### src/rtl/vga_pattern_sequencer_if.sv
// Pixel-side signal bundle between the VGA timing/pattern generator and the
// pattern sequencer. master = timing side, slave = sequencer.
interface vga_pattern_sequencer_if;
  logic [9:0] iVGA_X;
  logic [9:0] iVGA_Y;
  logic       iKEY_n;
  logic       iAUTO;
  logic [1:0] oPattern;
  logic       oColor_SW;
  logic       oFrame_Start;
  logic       oBlank;

  modport master (
    output iVGA_X, iVGA_Y, iKEY_n, iAUTO,
    input  oPattern, oColor_SW, oFrame_Start, oBlank
  );

  modport slave (
    input  iVGA_X, iVGA_Y, iKEY_n, iAUTO,
    output oPattern, oColor_SW, oFrame_Start, oBlank
  );
endinterface

### src/rtl/vga_pattern_sequencer.sv
// VGA test-pattern sequencer: steps the pattern index on a debounced key press
// (manual mode) or every FRAMES_PER_STEP frames (auto mode). Pattern changes
// only land on a frame start. Optional feature macro VGA_SEQ_BLANK_GAP_EN
// inserts one black frame before each pattern change.
module vga_pattern_sequencer #(
  parameter int unsigned NUM_PATTERNS    = 2,
  parameter int unsigned DEBOUNCE_CYCLES = 500000,
  parameter int unsigned FRAMES_PER_STEP = 120
) (
  input logic                    iVGA_CLK,
  input logic                    iRST,
  vga_pattern_sequencer_if.slave vgaSeq
);

  localparam int unsigned DB_W = $clog2(DEBOUNCE_CYCLES + 1);
  localparam int unsigned FC_W = $clog2(FRAMES_PER_STEP + 1);
  localparam logic [DB_W-1:0] DB_LAST  = DB_W'(DEBOUNCE_CYCLES - 1);
  localparam logic [FC_W-1:0] FC_LAST  = FC_W'(FRAMES_PER_STEP - 1);
  localparam logic [1:0]      PAT_LAST = 2'(NUM_PATTERNS - 1);

  typedef enum logic {
    S_MANUAL,
    S_AUTO
  } state_t;

  state_t            state;
  state_t            nextState;
  logic [1:0]        keySync;
  logic [1:0]        autoSync;
  logic              keyStable;
  logic [DB_W-1:0]   dbCnt;
  logic              pressEvt;
  logic [9:0]        prevX;
  logic [9:0]        prevY;
  logic              frameTick;
  logic              pending;
  logic              pendingNext;
  logic [FC_W-1:0]   frameCnt;
  logic [FC_W-1:0]   frameCntNext;
  logic              stepReq;
  logic [1:0]        pattern;
  logic [1:0]        patNext;
  logic              frameStart;

  // Two-stage synchronizers for the asynchronous key and mode switch
  always_ff @(posedge iVGA_CLK) begin
    if (iRST) begin
      keySync  <= '1;
      autoSync <= '0;
    end else begin
      keySync  <= {keySync[0], vgaSeq.iKEY_n};
      autoSync <= {autoSync[0], vgaSeq.iAUTO};
    end
  end

  // Debouncer: accept a new key level after DEBOUNCE_CYCLES disagreeing samples; pulse on press
  always_ff @(posedge iVGA_CLK) begin
    if (iRST) begin
      keyStable <= 1'b1;
      dbCnt     <= '0;
      pressEvt  <= 1'b0;
    end else begin
      pressEvt <= 1'b0;
      if (keySync[1] != keyStable) begin
        if (dbCnt == DB_LAST) begin
          keyStable <= keySync[1];
          dbCnt     <= '0;
          pressEvt  <= ~keySync[1];
        end else begin
          dbCnt <= dbCnt + 1'b1;
        end
      end else begin
        dbCnt <= '0;
      end
    end
  end

  // Previous pixel coordinate for frame-start edge detection
  always_ff @(posedge iVGA_CLK) begin
    if (iRST) begin
      prevX <= '0;
      prevY <= '0;
    end else begin
      prevX <= vgaSeq.iVGA_X;
      prevY <= vgaSeq.iVGA_Y;
    end
  end

  // Frame start: origin presented now, something else presented last cycle
  always_comb begin
    frameTick = (vgaSeq.iVGA_X == '0) && (vgaSeq.iVGA_Y == '0) &&
                ((prevX != '0) || (prevY != '0));
  end

  // Mode state register
  always_ff @(posedge iVGA_CLK) begin
    if (iRST) begin
      state <= S_MANUAL;
    end else begin
      state <= nextState;
    end
  end

  // Next mode, step request, pending flag and auto frame counter
  always_comb begin
    nextState    = state;
    stepReq      = 1'b0;
    pendingNext  = pending;
    frameCntNext = frameCnt;
    unique case (state)
      S_MANUAL: begin
        // counter held at zero so it starts clean on entry to auto
        frameCntNext = '0;
        if (frameTick) begin
          stepReq     = pending | pressEvt;
          pendingNext = 1'b0;
        end else if (pressEvt) begin
          pendingNext = 1'b1;
        end
        if (autoSync[1]) begin
          nextState = S_AUTO;
        end
      end
      S_AUTO: begin
        pendingNext = 1'b0;
        if (frameTick) begin
          if (frameCnt == FC_LAST) begin
            stepReq      = 1'b1;
            frameCntNext = '0;
          end else begin
            frameCntNext = frameCnt + 1'b1;
          end
        end
        if (!autoSync[1]) begin
          nextState = S_MANUAL;
        end
      end
      default: nextState = S_MANUAL;
    endcase
  end

  // Pending flag, frame counter and frame-start pulse registers
  always_ff @(posedge iVGA_CLK) begin
    if (iRST) begin
      pending    <= 1'b0;
      frameCnt   <= '0;
      frameStart <= 1'b0;
    end else begin
      pending    <= pendingNext;
      frameCnt   <= frameCntNext;
      frameStart <= frameTick;
    end
  end

  // Wrapping increment; with a single pattern this stays at 0
  always_comb begin
    patNext = (pattern == PAT_LAST) ? 2'd0 : pattern + 2'd1;
  end

`ifdef VGA_SEQ_BLANK_GAP_EN
  logic blankGap;

  // A step first blanks one whole frame; the index advances when the blank frame ends
  always_ff @(posedge iVGA_CLK) begin
    if (iRST) begin
      pattern  <= '0;
      blankGap <= 1'b0;
    end else if (frameTick) begin
      if (blankGap) begin
        blankGap <= 1'b0;
        pattern  <= patNext;
      end else if (stepReq) begin
        blankGap <= 1'b1;
      end
    end
  end

  assign vgaSeq.oBlank = blankGap;
`else
  // Step applies directly at the frame start that carries the request
  always_ff @(posedge iVGA_CLK) begin
    if (iRST) begin
      pattern <= '0;
    end else if (stepReq) begin
      pattern <= patNext;
    end
  end

  assign vgaSeq.oBlank = 1'b0;
`endif

  assign vgaSeq.oPattern     = pattern;
  assign vgaSeq.oColor_SW    = pattern[0];
  assign vgaSeq.oFrame_Start = frameStart;

endmodule

### src/flat_wrapper.sv
// flat-port wrapper written by rule: the top's interface ports become plain ports
module vga_pattern_sequencer_flat 
#(
  parameter int unsigned NUM_PATTERNS    = 2,
  parameter int unsigned DEBOUNCE_CYCLES = 500000,
  parameter int unsigned FRAMES_PER_STEP = 120
)
  (iVGA_CLK, iRST, vgaSeq_iVGA_X, vgaSeq_iVGA_Y, vgaSeq_iKEY_n, vgaSeq_iAUTO, vgaSeq_oPattern, vgaSeq_oColor_SW, vgaSeq_oFrame_Start, vgaSeq_oBlank);
  vga_pattern_sequencer_if vgaSeq_i ();
  input logic iVGA_CLK;
  input logic iRST;
  input wire logic [$bits(vgaSeq_i.iVGA_X)-1:0] vgaSeq_iVGA_X;
  input wire logic [$bits(vgaSeq_i.iVGA_Y)-1:0] vgaSeq_iVGA_Y;
  input wire logic [$bits(vgaSeq_i.iKEY_n)-1:0] vgaSeq_iKEY_n;
  input wire logic [$bits(vgaSeq_i.iAUTO)-1:0] vgaSeq_iAUTO;
  output wire logic [$bits(vgaSeq_i.oPattern)-1:0] vgaSeq_oPattern;
  output wire logic [$bits(vgaSeq_i.oColor_SW)-1:0] vgaSeq_oColor_SW;
  output wire logic [$bits(vgaSeq_i.oFrame_Start)-1:0] vgaSeq_oFrame_Start;
  output wire logic [$bits(vgaSeq_i.oBlank)-1:0] vgaSeq_oBlank;
  assign vgaSeq_i.iVGA_X = vgaSeq_iVGA_X;
  assign vgaSeq_i.iVGA_Y = vgaSeq_iVGA_Y;
  assign vgaSeq_i.iKEY_n = vgaSeq_iKEY_n;
  assign vgaSeq_i.iAUTO = vgaSeq_iAUTO;
  assign vgaSeq_oPattern = vgaSeq_i.oPattern;
  assign vgaSeq_oColor_SW = vgaSeq_i.oColor_SW;
  assign vgaSeq_oFrame_Start = vgaSeq_i.oFrame_Start;
  assign vgaSeq_oBlank = vgaSeq_i.oBlank;
  vga_pattern_sequencer #(.NUM_PATTERNS(NUM_PATTERNS), .DEBOUNCE_CYCLES(DEBOUNCE_CYCLES), .FRAMES_PER_STEP(FRAMES_PER_STEP)) u_core (.iVGA_CLK(iVGA_CLK), .iRST(iRST), .vgaSeq(vgaSeq_i));
endmodule
### config.mk
export PLATFORM = sky130hd
export DESIGN_NAME = vga_pattern_sequencer_flat
export DESIGN_NICKNAME = d
export VERILOG_FILES = /design/src/rtl/vga_pattern_sequencer_if.sv /design/src/rtl/vga_pattern_sequencer.sv /design/src/flat_wrapper.sv
export SDC_FILE = /design/constraint.sdc
export NUM_CORES = 1
export LEC_CHECK = 0
export BUFFER_PORTS_ARGS = -buffer_cell sky130_fd_sc_hd__buf_2
export CORE_UTILIZATION = 30
export DETAILED_ROUTE_END_ITERATION = 8
export GPL_TIMING_DRIVEN = 0
export PLACE_DENSITY = 0.55
export SYNTH_ARGS = -nofsm -noshare
export SYNTH_HDL_FRONTEND = slang
export SYNTH_SLANG_ARGS = --single-unit
### constraint.sdc
create_clock -name iVGA_CLK -period 1.9 [get_ports iVGA_CLK]
set_clock_uncertainty 0.1 [all_clocks]
set_input_delay 0.285 -clock iVGA_CLK [delete_from_list [all_inputs] [get_ports iVGA_CLK]]
set_output_delay 0.285 -clock iVGA_CLK [all_outputs]
set_load 0.1 [all_outputs]
==> flow_summary.json <==
{
  "stdcell_count": 369,
  "synth_simple_gate_area_frac": 0.3016,
  "worstSetupPathType": "flip-flop to flip-flop",
  "final_util": 0.4029,
  "hold_violations": 0,
  "status": "finished, final reports clean",
  "cap_violations": 0,
  "hold_start": "vgaSeq_iKEY_n",
  "synth_top_family_by_area": "simple AND/OR/NAND/NOR gates",
  "power.density_mw_per_mm2": 942.0,
  "clock_latency_ps": 320,
  "grt_max_degree": 11,
  "synthCells": 226,
  "syn_avg_cell_area_um2": 9.545,
  "synth_top_flop_cell": "dfxtp_1",
  "final_cell_mix": "dfxtp_1 (54), nor2_1 (27), buf_2 (27)",
  "setup_viol": 0,
  "overflow": 0,
  "yosysWarnings": 0,
  "worstPathRequired_ps": 2020,
  "track_usage": 0.1218,
  "mostFrequentLayoutCell": "dfxtp_1",
  "timing.rr.start": "u_core.frameCnt[1]$_SDFFE_PP0P_",
  "whs_endpoint": "u_core.keySync[0]$_SDFF_PP1_",
  "die-height_um": 86.80,
  "syn_nets": 252,
  "start_util": 0.3140,
  "worst_slack_ps": 74.91,
  "min_path_type": "input pin to flip-flop",
  "port-buffer-count": 27,
  "cp-startpoint": "u_core.frameCnt[1]$_SDFFE_PP0P_",
  "rows": 30,
  "numCtsBuffers": 9,
  "period_needed_ps": 1825,
  "synthAdderAreaFrac": 0.01160,
  "cp-start-kind": "flip-flop",
  "hpwl_um": 2719,
  "yosys_register_bits": 57,
  "clockBufferDepth": 2,
  "syn_to_final_growth_pct": 28.31,
  "finalWirelength_um": 3975,
  "whs_path_depth": 2,
  "cts-root-buf": "clkbuf_8",
  "fin_area_mm2": 0.002768,
  "gp_congestion": 0.6952,
  "synthXorXnorAreaFrac": 0.07309,
  "path_cells": "ha_4 > nand4_1 > or3b_4 > a211oi_4 > mux2_2",
  "initialDrtViolationCount": 74,
  "holdWs_ps": 52.20,
  "fmax_ghz": 0.5479,
  "async_flop_share": 0,
  "cp-end-kind": "flip-flop",
  "slowest_stage": "or3b_4",
  "power.leakage_nw": 1.029,
  "finalCritPeriodShare": 0.9606,
  "viasPerCell": 4.469,
  "wl_per_cell_um": 10.77,
  "synth_compound_area_frac": 0.04002,
  "rsz0062_at_grt": "false",
  "seq_area_frac_synth": 0.5290,
  "core_area_mm2": 0.006869,
  "dp.cells": 349,
  "crit_path_max_incr_delay_ps": 420,
  "cp_max_fo": 3,
  "grt_pass1_vias": 1549,
  "finalPower_mw": 2.607,
  "antenna_found_initial": 0,
  "pre_cts_ws_ps": -290.3,
  "drive_above_1_share": 0.2527,
  "worst_ep_arrival_time_ps": 1940,
  "ant_nets": 0,
  "r2r_cells": 5,
  "ys_types": 35,
  "finish.net_count": 295,
  "worstReg2RegEnd": "u_core.vgaSeq.oPattern[0]$_SDFFE_PP0P_",
  "syn-cell-area_mm2": 0.002157,
  "drc_errors": 0,
  "cts.sinks": 57,
  "die_x_um": 86.80,
  "muxShareOfSynthArea": 0.01450,
  "synth_edf_count": 0,
  "ff2ff_setup_slack_ps": 70,
  "grt_pass1_wl_um": 6996,
  "clkSlewWorstSetupHoldPaths_ps": 60,
  "slew_violations": 0,
  "dr.pass1.iters": 4,
  "ctsHoldBuffers": 0,
  "antennaDiodeCount": 0,
  "placed_area_mm2": 0.002420,
  "setup_tns_ps": 0,
  "num_io_pins": 29,
  "vias": 1649,
  "vdd_ir_drop_max_mv": 0.3866,
  "dieArea_mm2": 0.007533,
  "cts_max_level": 3,
  "cts_tree": "yes"
}
[cell usage after synthesis, types with 3 or more instances]
master / count / area [um^2]
nor3_1: 4 / 20.02
xnor2_1: 10 / 87.58
inv_1: 5 / 18.77
o21ai_0: 4 / 20.02
nor2b_1: 25 / 156.4
nand2b_1: 3 / 18.77
xor2_1: 8 / 70.07
nor4_1: 11 / 68.82
clkbuf_1: 4 / 15.01
dfxtp_1: 57 / 1141
nand3_1: 13 / 65.06
nand2_1: 8 / 30.03
and4_1: 3 / 26.28
nand4_1: 5 / 31.28
nor2_1: 27 / 101.4
and3_1: 6 / 37.54
buf_4: 3 / 22.52
a21oi_1: 6 / 30.03
or3_1: 3 / 18.77
[where the power goes]
| group | total [mW] | switching, mW | internal (mW) |
|---|---|---|---|
| Sequential | 1.23 | 0.00949 | 1.22 |
| Combinational | 0.0912 | 0.0474 | 0.0439 |
| Clock | 1.28 | 0.445 | 0.840 |
[kinds of logic (layout without fill, tap and decap cells)]
kind of cell               Yosys count  count (layout)
other                                1               1
xor gates and xnor gates            18              18
buffers and inverters               13              60
AOI/OAI and AO/OA                   14              14
and+or+nand+nor                    118             118
adders and majority gates            2               2
DFF                                 57              57
muxes                                3               3
[timing repair]
action | in CTS | in global routing
pin swaps | 4 | 2
hold endpoints to repair | 0 | 0
setup endpoints to repair | 20 | 25
gates resized for setup | 9 | 9
setup buffers | 4 | 2
[worst max-delay path: cells and delay by family, from the launching register on]
kind	cells	cell delay (ps)
adders and majority gates	1	150
AOI/OAI and AO/OA	1	240
muxes	1	350
DFF	1	360
and+or+nand+nor	2	530
[worst max-delay path by stage]
stage / to / slack, ps / cells past startpoint
2_1_floorplan: u_core.dbCnt[10]$_SDFF_PP0_ / 3 / 8
4_1_cts: u_core.frameCnt[1]$_SDFFE_PP0P_ / 20 / 6
3_5_place_dp: u_core.dbCnt[16]$_SDFF_PP0_ / -290 / 8
6_report: u_core.vgaSeq.oPattern[0]$_SDFFE_PP0P_ / 70 / 5
3_3_place_gp: u_core.dbCnt[17]$_SDFF_PP0_ / -320 / 8
5_1_grt: u_core.vgaSeq.oPattern[0]$_SDFFE_PP0P_ / 0.7 / 5
[metal layers]
| layer | vias to the layer above | wire [um] | track usage |
|---|---|---|---|
| met5 | - | 0 | 0 |
| met4 | 0 | 55 | 0.06818 |
| met3 | 5 | 188 | 0.04381 |
| met2 | 41 | 1819 | 0.1840 |
| met1 | 749 | 1911 | 0.1500 |
| li1 | 854 | - | - |
[sequential cells by signal, summed over array words and instances (netlist names), 2 cells and up]
name	flops
u_core.keySync	2
u_core.vgaSeq.oPattern	2
u_core.prevX	10
u_core.dbCnt	19
u_core.prevY	10
u_core.autoSync	2
u_core.frameCnt	7
[final cells by class]
| class | instances | area, um^2 |
|---|---|---|
| sequential | 57 | 1147 |
| timing repair buffer | 33 | 180.2 |
| fill | 694 | 4101 |
| buffer | 7 | 45.04 |
| clock buffer | 13 | 168.9 |
| multi-input combinational | 156 | 1027 |
| inverter | 5 | 18.77 |
| tap | 96 | 120.1 |
| clock inverter | 2 | 60.06 |
Note: power is estimated with default switching activity, not from simulation.
